**src/rtl/select_line_encoder.sv**
```systemverilog
// Recovers the binary code from a bank of active-low one-hot select lines, with
// synchronisation, debounce, multi-line fault detection and a valid/ready output.
module select_line_encoder #(
  parameter int N_LINES         = 4,
  parameter int CODE_W          = 2,
  parameter int DEBOUNCE_CYCLES = 4,
  parameter int CNT_W           = 3
) (
  input  logic               clk,
  input  logic               rst,
  input  logic               ena,
  input  logic [N_LINES-1:0] sel_n,
  output logic [CODE_W-1:0]  code_out,
  output logic               out_valid,
  input  logic               out_ready,
  output logic               err,
  output logic               overrun,
  output logic [1:0]         dbg_state
);

  // Handshake: a code transfers on every enabled edge where out_valid & out_ready.
  // out_valid stays high until that transfer; a new accept may overwrite (overrun).

  localparam logic [1:0] ST_IDLE   = 2'd0;
  localparam logic [1:0] ST_SETTLE = 2'd1;
  localparam logic [1:0] ST_HOLD   = 2'd2;
  localparam logic [1:0] ST_FAULT  = 2'd3;

  localparam logic [1:0] K_NONE  = 2'd0;
  localparam logic [1:0] K_ONE   = 2'd1;
  localparam logic [1:0] K_MULTI = 2'd2;

  localparam logic [CODE_W:0]  ONE_LOW  = (CODE_W+1)'(1);
  localparam logic [CNT_W-1:0] CNT_LAST = CNT_W'(DEBOUNCE_CYCLES - 1);
  localparam logic [CNT_W-1:0] CNT_SAT  = CNT_W'(DEBOUNCE_CYCLES);

  logic [N_LINES-1:0] s1_q, s2_q;
  logic [1:0]         cand_kind_q, cand_kind_d;
  logic [CODE_W-1:0]  cand_idx_q, cand_idx_d;
  logic [CNT_W-1:0]   cnt_q, cnt_d;
  logic [1:0]         state_q, state_d;
  logic [CODE_W-1:0]  code_q, code_d;
  logic               valid_q, valid_d;
  logic               overrun_q, overrun_d;

  logic [CODE_W:0]    low_cnt;
  logic [CODE_W-1:0]  low_idx;
  logic [1:0]         cls_kind;
  logic [CODE_W-1:0]  cls_idx;
  logic               changed, stable, accept;

  always_comb begin
    low_cnt = '0;
    low_idx = '0;
    for (int i = 0; i < N_LINES; i++) begin
      if (!s2_q[i]) begin
        low_cnt = low_cnt + ONE_LOW;
        low_idx = CODE_W'(i);
      end
    end
    if (low_cnt == '0)          cls_kind = K_NONE;
    else if (low_cnt == ONE_LOW) cls_kind = K_ONE;
    else                         cls_kind = K_MULTI;
    // Index is only meaningful for ONE; forcing 0 otherwise keeps the compare exact.
    cls_idx = (cls_kind == K_ONE) ? low_idx : '0;
  end

  always_comb begin
    changed     = (cls_kind != cand_kind_q) || (cls_idx != cand_idx_q);
    stable      = !changed && (cnt_q == CNT_LAST);
    cand_kind_d = cls_kind;
    cand_idx_d  = cls_idx;
    if (changed)               cnt_d = '0;
    else if (cnt_q == CNT_SAT) cnt_d = cnt_q;
    else                       cnt_d = cnt_q + 1'b1;
  end

  always_comb begin
    state_d = state_q;
    accept  = 1'b0;
    case (state_q)
      ST_IDLE: if (changed && cls_kind != K_NONE) state_d = ST_SETTLE;
      ST_SETTLE: begin
        if (stable) begin
          case (cand_kind_q)
            K_ONE: begin
              state_d = ST_HOLD;
              accept  = 1'b1;
            end
            K_MULTI: state_d = ST_FAULT;
            default: state_d = ST_IDLE;
          endcase
        end
      end
      ST_HOLD:  if (changed) state_d = ST_SETTLE;
      ST_FAULT: if (changed) state_d = ST_SETTLE;
      default:  state_d = ST_IDLE;
    endcase
  end

  always_comb begin
    code_d    = code_q;
    valid_d   = valid_q;
    overrun_d = overrun_q;
    if (accept) begin
      code_d  = cand_idx_q;
      valid_d = 1'b1;
      if (valid_q && !out_ready) overrun_d = 1'b1;
    end else if (valid_q && out_ready) begin
      valid_d = 1'b0;
    end
  end

  // The synchroniser keeps sampling while ena is low.
  always_ff @(posedge clk) begin
    if (rst) begin
      s1_q <= '1;
      s2_q <= '1;
    end else begin
      s1_q <= sel_n;
      s2_q <= s1_q;
    end
  end

  always_ff @(posedge clk) begin
    if (rst) begin
      cand_kind_q <= K_NONE;
      cand_idx_q  <= '0;
      cnt_q       <= '0;
      state_q     <= ST_IDLE;
      code_q      <= '0;
      valid_q     <= 1'b0;
      overrun_q   <= 1'b0;
    end else if (ena) begin
      cand_kind_q <= cand_kind_d;
      cand_idx_q  <= cand_idx_d;
      cnt_q       <= cnt_d;
      state_q     <= state_d;
      code_q      <= code_d;
      valid_q     <= valid_d;
      overrun_q   <= overrun_d;
    end
  end

  assign code_out  = code_q;
  assign out_valid = valid_q;
  assign err       = (state_q == ST_FAULT);
  assign overrun   = overrun_q;
  assign dbg_state = state_q;

endmodule

```
**config.mk**
```make
export PLATFORM = sky130hd
export DESIGN_NAME = select_line_encoder
export DESIGN_NICKNAME = d
export VERILOG_FILES = /design/src/rtl/select_line_encoder.sv
export SDC_FILE = /design/constraint.sdc
export NUM_CORES = 1
export LEC_CHECK = 0
export ABC_AREA = 0
export ABC_CLOCK_PERIOD_IN_PS = 5900
export CORE_MARGIN = 5
export CORE_UTILIZATION = 40
export CTS_CLUSTER_SIZE = 30
export DETAILED_ROUTE_END_ITERATION = 10
export SYNTH_ARGS = -nofsm -noshare
export SYNTH_HDL_FRONTEND = slang
export SYNTH_SLANG_ARGS = --single-unit
```
**constraint.sdc**
```tcl
create_clock -name clk -period 5.9 [get_ports clk]
set_input_delay 1.475 -clock clk [delete_from_list [all_inputs] [get_ports clk]]
set_output_delay 1.475 -clock clk [all_outputs]
set_load 0.01 [all_outputs]
```
* After elaboration in Yosys (flattened, before gate mapping) *
Cells that the tools add are included.

cells by class
  add/subtract/negate cells = 4
  reductions and logical operators = 17
  multiplexer cells = 22
  equality and inequality tests = 15

operators by type and width
  cell                                                                     number
  2-bit two-way mux                                                        8
  3-bit two-way mux                                                        5
  3-bit by 1-bit adder with 3-bit output, second input constant            4
  1-bit two-way mux                                                        7
  2-bit by 1-bit equality test with 1-bit output, second input constant    3
  2-bit equality test, second input constant                               3
  2-bit inequality test, second input constant                             3
  2-bit one-hot mux with 3 select lines                                    1
  2-bit AND reduction                                                      3
  1-bit logical AND                                                        4
  2-bit inequality test                                                    2
  2-bit one-hot mux with 2 select lines                                    1
  4-bit AND reduction                                                      1
  2-bit nonzero test                                                       2
  3-bit by 1-bit equality test with 1-bit output, second input constant    1
  3-bit by 2-bit equality test with 1-bit output, second input constant    1
  3-bit equality test, second input constant                               1
  3-bit zero test                                                          1
  3-bit AND reduction                                                      1
  1-bit zero test                                                          2
  2-bit zero test                                                          1
  2-bit by 1-bit inequality test with 1-bit output, second input constant  1
  2-bit OR reduction                                                       1
  1-bit logical OR                                                         1

storage, ports and cells
  register bits = 21
  bits of input ports = 8
  word-level logic and storage cells = 67
  output and inout bits = 7

* Logic depth before layout (Yosys ltp) *
  word-level depth = 20
  gate-level depth with buffers = 11
  mapped depth without buffers = 11

* Worst setup path after synthesis *
Ideal clock, no wire load.

  path type = register -> register
  start = register s2_q[1]
  end = register valid_q, in the netlist out_valid
  period minus slack after synthesis = 2469 ps
  setup time = 115 ps
  data arrival time = 2355 ps
  buffers on the path = 0
  slack = 3431 ps
  cell stages (with the launch flop) = 11
  required time = 5785 ps
  cells stage by stage = dfxtp_1 inv_1 ha_1 xnor2_2 ha_1 nor3_1 mux2i_2 and2_1 a31o_4 o21a_4 o21a_1

between the ends
  longest elaborated chain between the ends = 18
  elaborated cells between the ends (all ways) = 24
  classes of those cells = 2 x add/sub; 4 x eq/ne; 12 x mux; 6 x reduce/logical

RTL lines
  item                                            line  source
  start: declaration                              37    logic [N_LINES-1:0] s1_q, s2_q;
  start signal: assignment                        121   s2_q <= s1_q;
  3-bit two-way mux                               56    if (!s2_q[i]) begin
  3-bit by 1-bit adder with 3-bit output          57    low_cnt = low_cnt + ONE_LOW;
  3-bit two-way mux                               56
  3-bit by 1-bit adder with 3-bit output          57
  3-bit two-way mux                               56
  3-bit by 1-bit equality test with 1-bit output  62    else if (low_cnt == ONE_LOW) cls_kind = K_ONE;
  2-bit two-way mux                               62
  2-bit two-way mux                               61    if (low_cnt == '0) cls_kind = K_NONE;
  [2 not listed]                                  -
  2-bit inequality test                           69    changed = (cls_kind != cand_kind_q) || (cls_idx != cand_idx_q);
  1-bit logical OR (*)                            69
  1-bit zero test (*)                             70    stable = !changed && (cnt_q == CNT_LAST);
  1-bit logical AND (*)                           70
  1-bit two-way mux (*)                           84    if (stable) begin
  1-bit two-way mux (*)                           81    case (state_q)
  2-bit nonzero test (no source line)             -
  2-bit AND reduction (no source line)            -
  end signal: assignment                          140   valid_q <= valid_d;
  end: declaration                                43    logic valid_q, valid_d;

Every way passes the cells marked *; elsewhere a longest branch is shown, timed or not.
A chain may end at the register's enable or synchronous reset.

* Worst setup path in the final report *
  start = register state_q[1], in the netlist dbg_state[1]
  end = output err

between the ends
  longest elaborated chain between the ends = 1

RTL lines
  item                      line  source
  start: declaration        41    logic [1:0] state_q, state_d;
  start signal: assignment  138   state_q <= state_d;
  2-bit equality test       147   assign err = (state_q == ST_FAULT);
  end: declaration          16    output logic err,

Every way passes these cells.

==> impl_metrics.env <==
export IMPL_pre_cts_slack_ns=2.68
export IMPL_instances_no_fill=170
export IMPL_dr_pass1_iters=4
export IMPL_ys_dominant_reg_cell="dfxtp_1"
export IMPL_io_buffers=14
export IMPL_comb_power_share_pct=17.4
export IMPL_drv_cap=0
export IMPL_grt_pass1_wl_mm=3.63
export IMPL_fin_crit_sh_pct=49.4
export IMPL_crit_required_ns=4.43
export IMPL_diodes=0
export IMPL_synthMuxAreaShare_pct=6.31
export IMPL_period_minus_slack_ns=2.91
export IMPL_finalSetupTns_ns=0
export IMPL_synth_async_sr_flop_share_pct=0
export IMPL_clock_latency_ns=0.30
export IMPL_track_usage_pct=10.8
export IMPL_p_sw_uw=73.8
export IMPL_cp_arrival_ns=1.44
export IMPL_gp_congestion=0.774
export IMPL_worstMarginPinSlew_ns=0.586
export IMPL_maxSlewViolCount=0
export IMPL_clockBufferDepth=2
export IMPL_crit_fanout=6
export IMPL_synth_common_cells="21 x dfxtp_1, 10 x nor2_1, 8 x ha_1, 8 x inv_1, 8 x nand2_1"
export IMPL_cts_tree="done"
export IMPL_p_int_uw=196
export IMPL_grt_start_max_net_pins=20
export IMPL_syn_area_mm2=0.00117
export IMPL_critPathCaptureType="output pin"
export IMPL_ys_types=46
export IMPL_seq_area_frac_synth_pct=35.9
export IMPL_num_vias=902
export IMPL_synthSimpleGateAreaFrac_pct=23.0
export IMPL_power_frac_clock_pct=25.8
export IMPL_grt_ovfl_total=0
export IMPL_clock_sinks=21
export IMPL_slew_headroom_pct=60.8
export IMPL_netlist_area_leader_share_pct=35.9
export IMPL_cpPeakStageDelay_ns=0.53
export IMPL_cts_setup_buffers=0
export IMPL_power_density_mw_per_mm2=201
export IMPL_htreeDepth=1
export IMPL_ys_warn_count=0
export IMPL_dp_cells=166
export IMPL_drc=0
export IMPL_seqPwrFrac_pct=56.9
export IMPL_clk_pin_slew_ns=0.12
export IMPL_die_h_um=64.1
export IMPL_p_leak_nw=0.542
export IMPL_die_x_um=64.1
export IMPL_synth_edf_count=0
export IMPL_drtIter0Drc=33
export IMPL_die_area_mm2=0.00411
export IMPL_drive_gt1_share_pct=13.7
export IMPL_ir_drop_mv=0.152
export IMPL_finClkSkew_ns=0.00745
export IMPL_wl_per_cell_um=12.8
export IMPL_wirelength_mm=2.18
export IMPL_dpl_hpwl_mm=1.60
export IMPL_critPathKind="reg -> out"
export IMPL_initial_core_util_pct=42.1
export IMPL_cts_resized=0
export IMPL_synth_fp_nets=143
export IMPL_crit_chain="and2_1 > clkdlybuf4s50_1"
export IMPL_post_drt_via_cell_ratio=5.31
export IMPL_synth_area_top_cells="dfxtp_1 36%, ha_1 8.6%, mux2i_1 5.1%"
export IMPL_avgSynthCellArea_um2=9.21
export IMPL_root_buffer="clkbuf_4"
export IMPL_ctsHoldBuffers=0
export IMPL_synth_largest_area_cell="dfxtp_1"
export IMPL_pin_count=15
export IMPL_cp_slowest_cell="clkdlybuf4s50_1"
export IMPL_synth_top_family_by_area="simple AND/OR/NAND/NOR gates"
export IMPL_grt_pass1_vias=843
export IMPL_synth_most_common_cell="dfxtp_1"
export IMPL_synth_compound_area_share_pct=18.3
export IMPL_layout_setup_ws_ns=2.99
export IMPL_cts_buffers=3
export IMPL_synth_fa_ha_area_share_pct=8.56
export IMPL_ant_nets=0
export IMPL_hold_depth=1
export IMPL_hold_path_class="reg -> reg"
export IMPL_syn_inst=127
export IMPL_swShare_pct=27.4
export IMPL_startpoint_type="flop"
export IMPL_reg2reg_depth=10
export IMPL_num_rows=19
export IMPL_core_area_mm2=0.00278
export IMPL_finalHoldWorstSlack_ns=0.418
export IMPL_synthXorXnorAreaFrac_pct=2.14
export IMPL_fmax_ghz=0.343
export IMPL_power_uw=269
export IMPL_area_growth_syn_to_layout_pct=14.8
export IMPL_final_nets=156
export IMPL_timing_final_hold_violations=0
export IMPL_antenna_found_initial=0
export IMPL_setup_viol_count_final=0
export IMPL_status="complete, no violations"
export IMPL_grt_setup_unrepaired="false"
export IMPL_ys_seq_elements=21
## layout make-up
cell class              count  area, um2
clock buffers               3       22.5
clock inverters             1       5.00
fillers                   272       1440
inverters                   9       33.8
multi-input cells          91        682
flip-flops and latches     21        420
well taps                  31       38.8
repair buffers             14        140
## power by group through the flow
stage	registers [mW]	logic, mW	clock network [mW]
after floorplan	0.154	0.0365	0
after global placement	0.156	0.0462	0
after detailed placement	0.156	0.0463	0
after CTS	0.153	0.0467	0.0703
after global routing	0.154	0.0511	0.0767
final	0.153	0.0468	0.0694
## registers in the layout, indices dropped and copies added (netlist names)
name / flops
cand_kind_q: 2
cnt_q: 3
overrun: 1
out_valid: 1
s2_q: 4
cand_idx_q: 2
dbg_state: 2
code_out: 2
s1_q: 4
## critical path, delay by kind of cell (launching register included)
family                 cells  cell delay (ns)
buffers and inverters      1             0.53
flip-flops                 1             0.45
AND/OR/NAND/NOR            1             0.15
## metrics by stage
stage	util (%)	instance area, um2
after floorplan	-	1170
after global placement	47.3	1320
after detailed placement	47.3	1320
after CTS	48.3	1340
after global routing	48.3	1340
final	48.3	1340
## layer usage
metal,wire (um),global-route usage (%),vias to the layer above
met2,857,15.5,19
met3,105,1.93,2
li1,-,-,466
met1,1200,15.6,415
met5,0,0,-
met4,19,4.68,0
## cell families (layout without fill, tap and decap cells)
group,after synthesis,count (layout)
multiplexers,7,7
flip-flops,21,21
XOR/XNOR,2,2
AND/OR/NAND/NOR,48,48
adder cells (fa/ha/maj),8,8
AO/OA/AOI/OAI,26,26
buffers and inverters,15,27
## cell usage in the layout (no fill, tap or decap), types with 2 or more instances in the layout
| cell | instances |
|---|---|
| and2_1 | 3 |
| nor2b_1 | 3 |
| ha_1 | 8 |
| inv_1 | 8 |
| o22ai_1 | 2 |
| or2_1 | 2 |
| clkbuf_4 | 3 |
| nor2_1 | 10 |
| nand2b_1 | 3 |
| nor3_1 | 2 |
| nor3b_1 | 3 |
| clkdlybuf4s50_1 | 14 |
| nand3_1 | 2 |
| nand2_1 | 8 |
| and3_1 | 2 |
| dfxtp_1 | 21 |
| mux2i_1 | 6 |
| or2_2 | 6 |
| o21ai_0 | 3 |
| a21oi_1 | 4 |
## worst paths after layout
| check | slack (ns) | start | end |
|---|---|---|---|
| worst max register to register | 3.24 | s2_q[1] | overrun |
| worst min register to register | 0.42 | s1_q[2] | s2_q[2] |
| worst min-delay path | 0.42 | s1_q[2] | s2_q[2] |
| worst max-delay path | 2.99 | dbg_state[1] | err |
No activity file was read; power rests on OpenSTA's default activity.
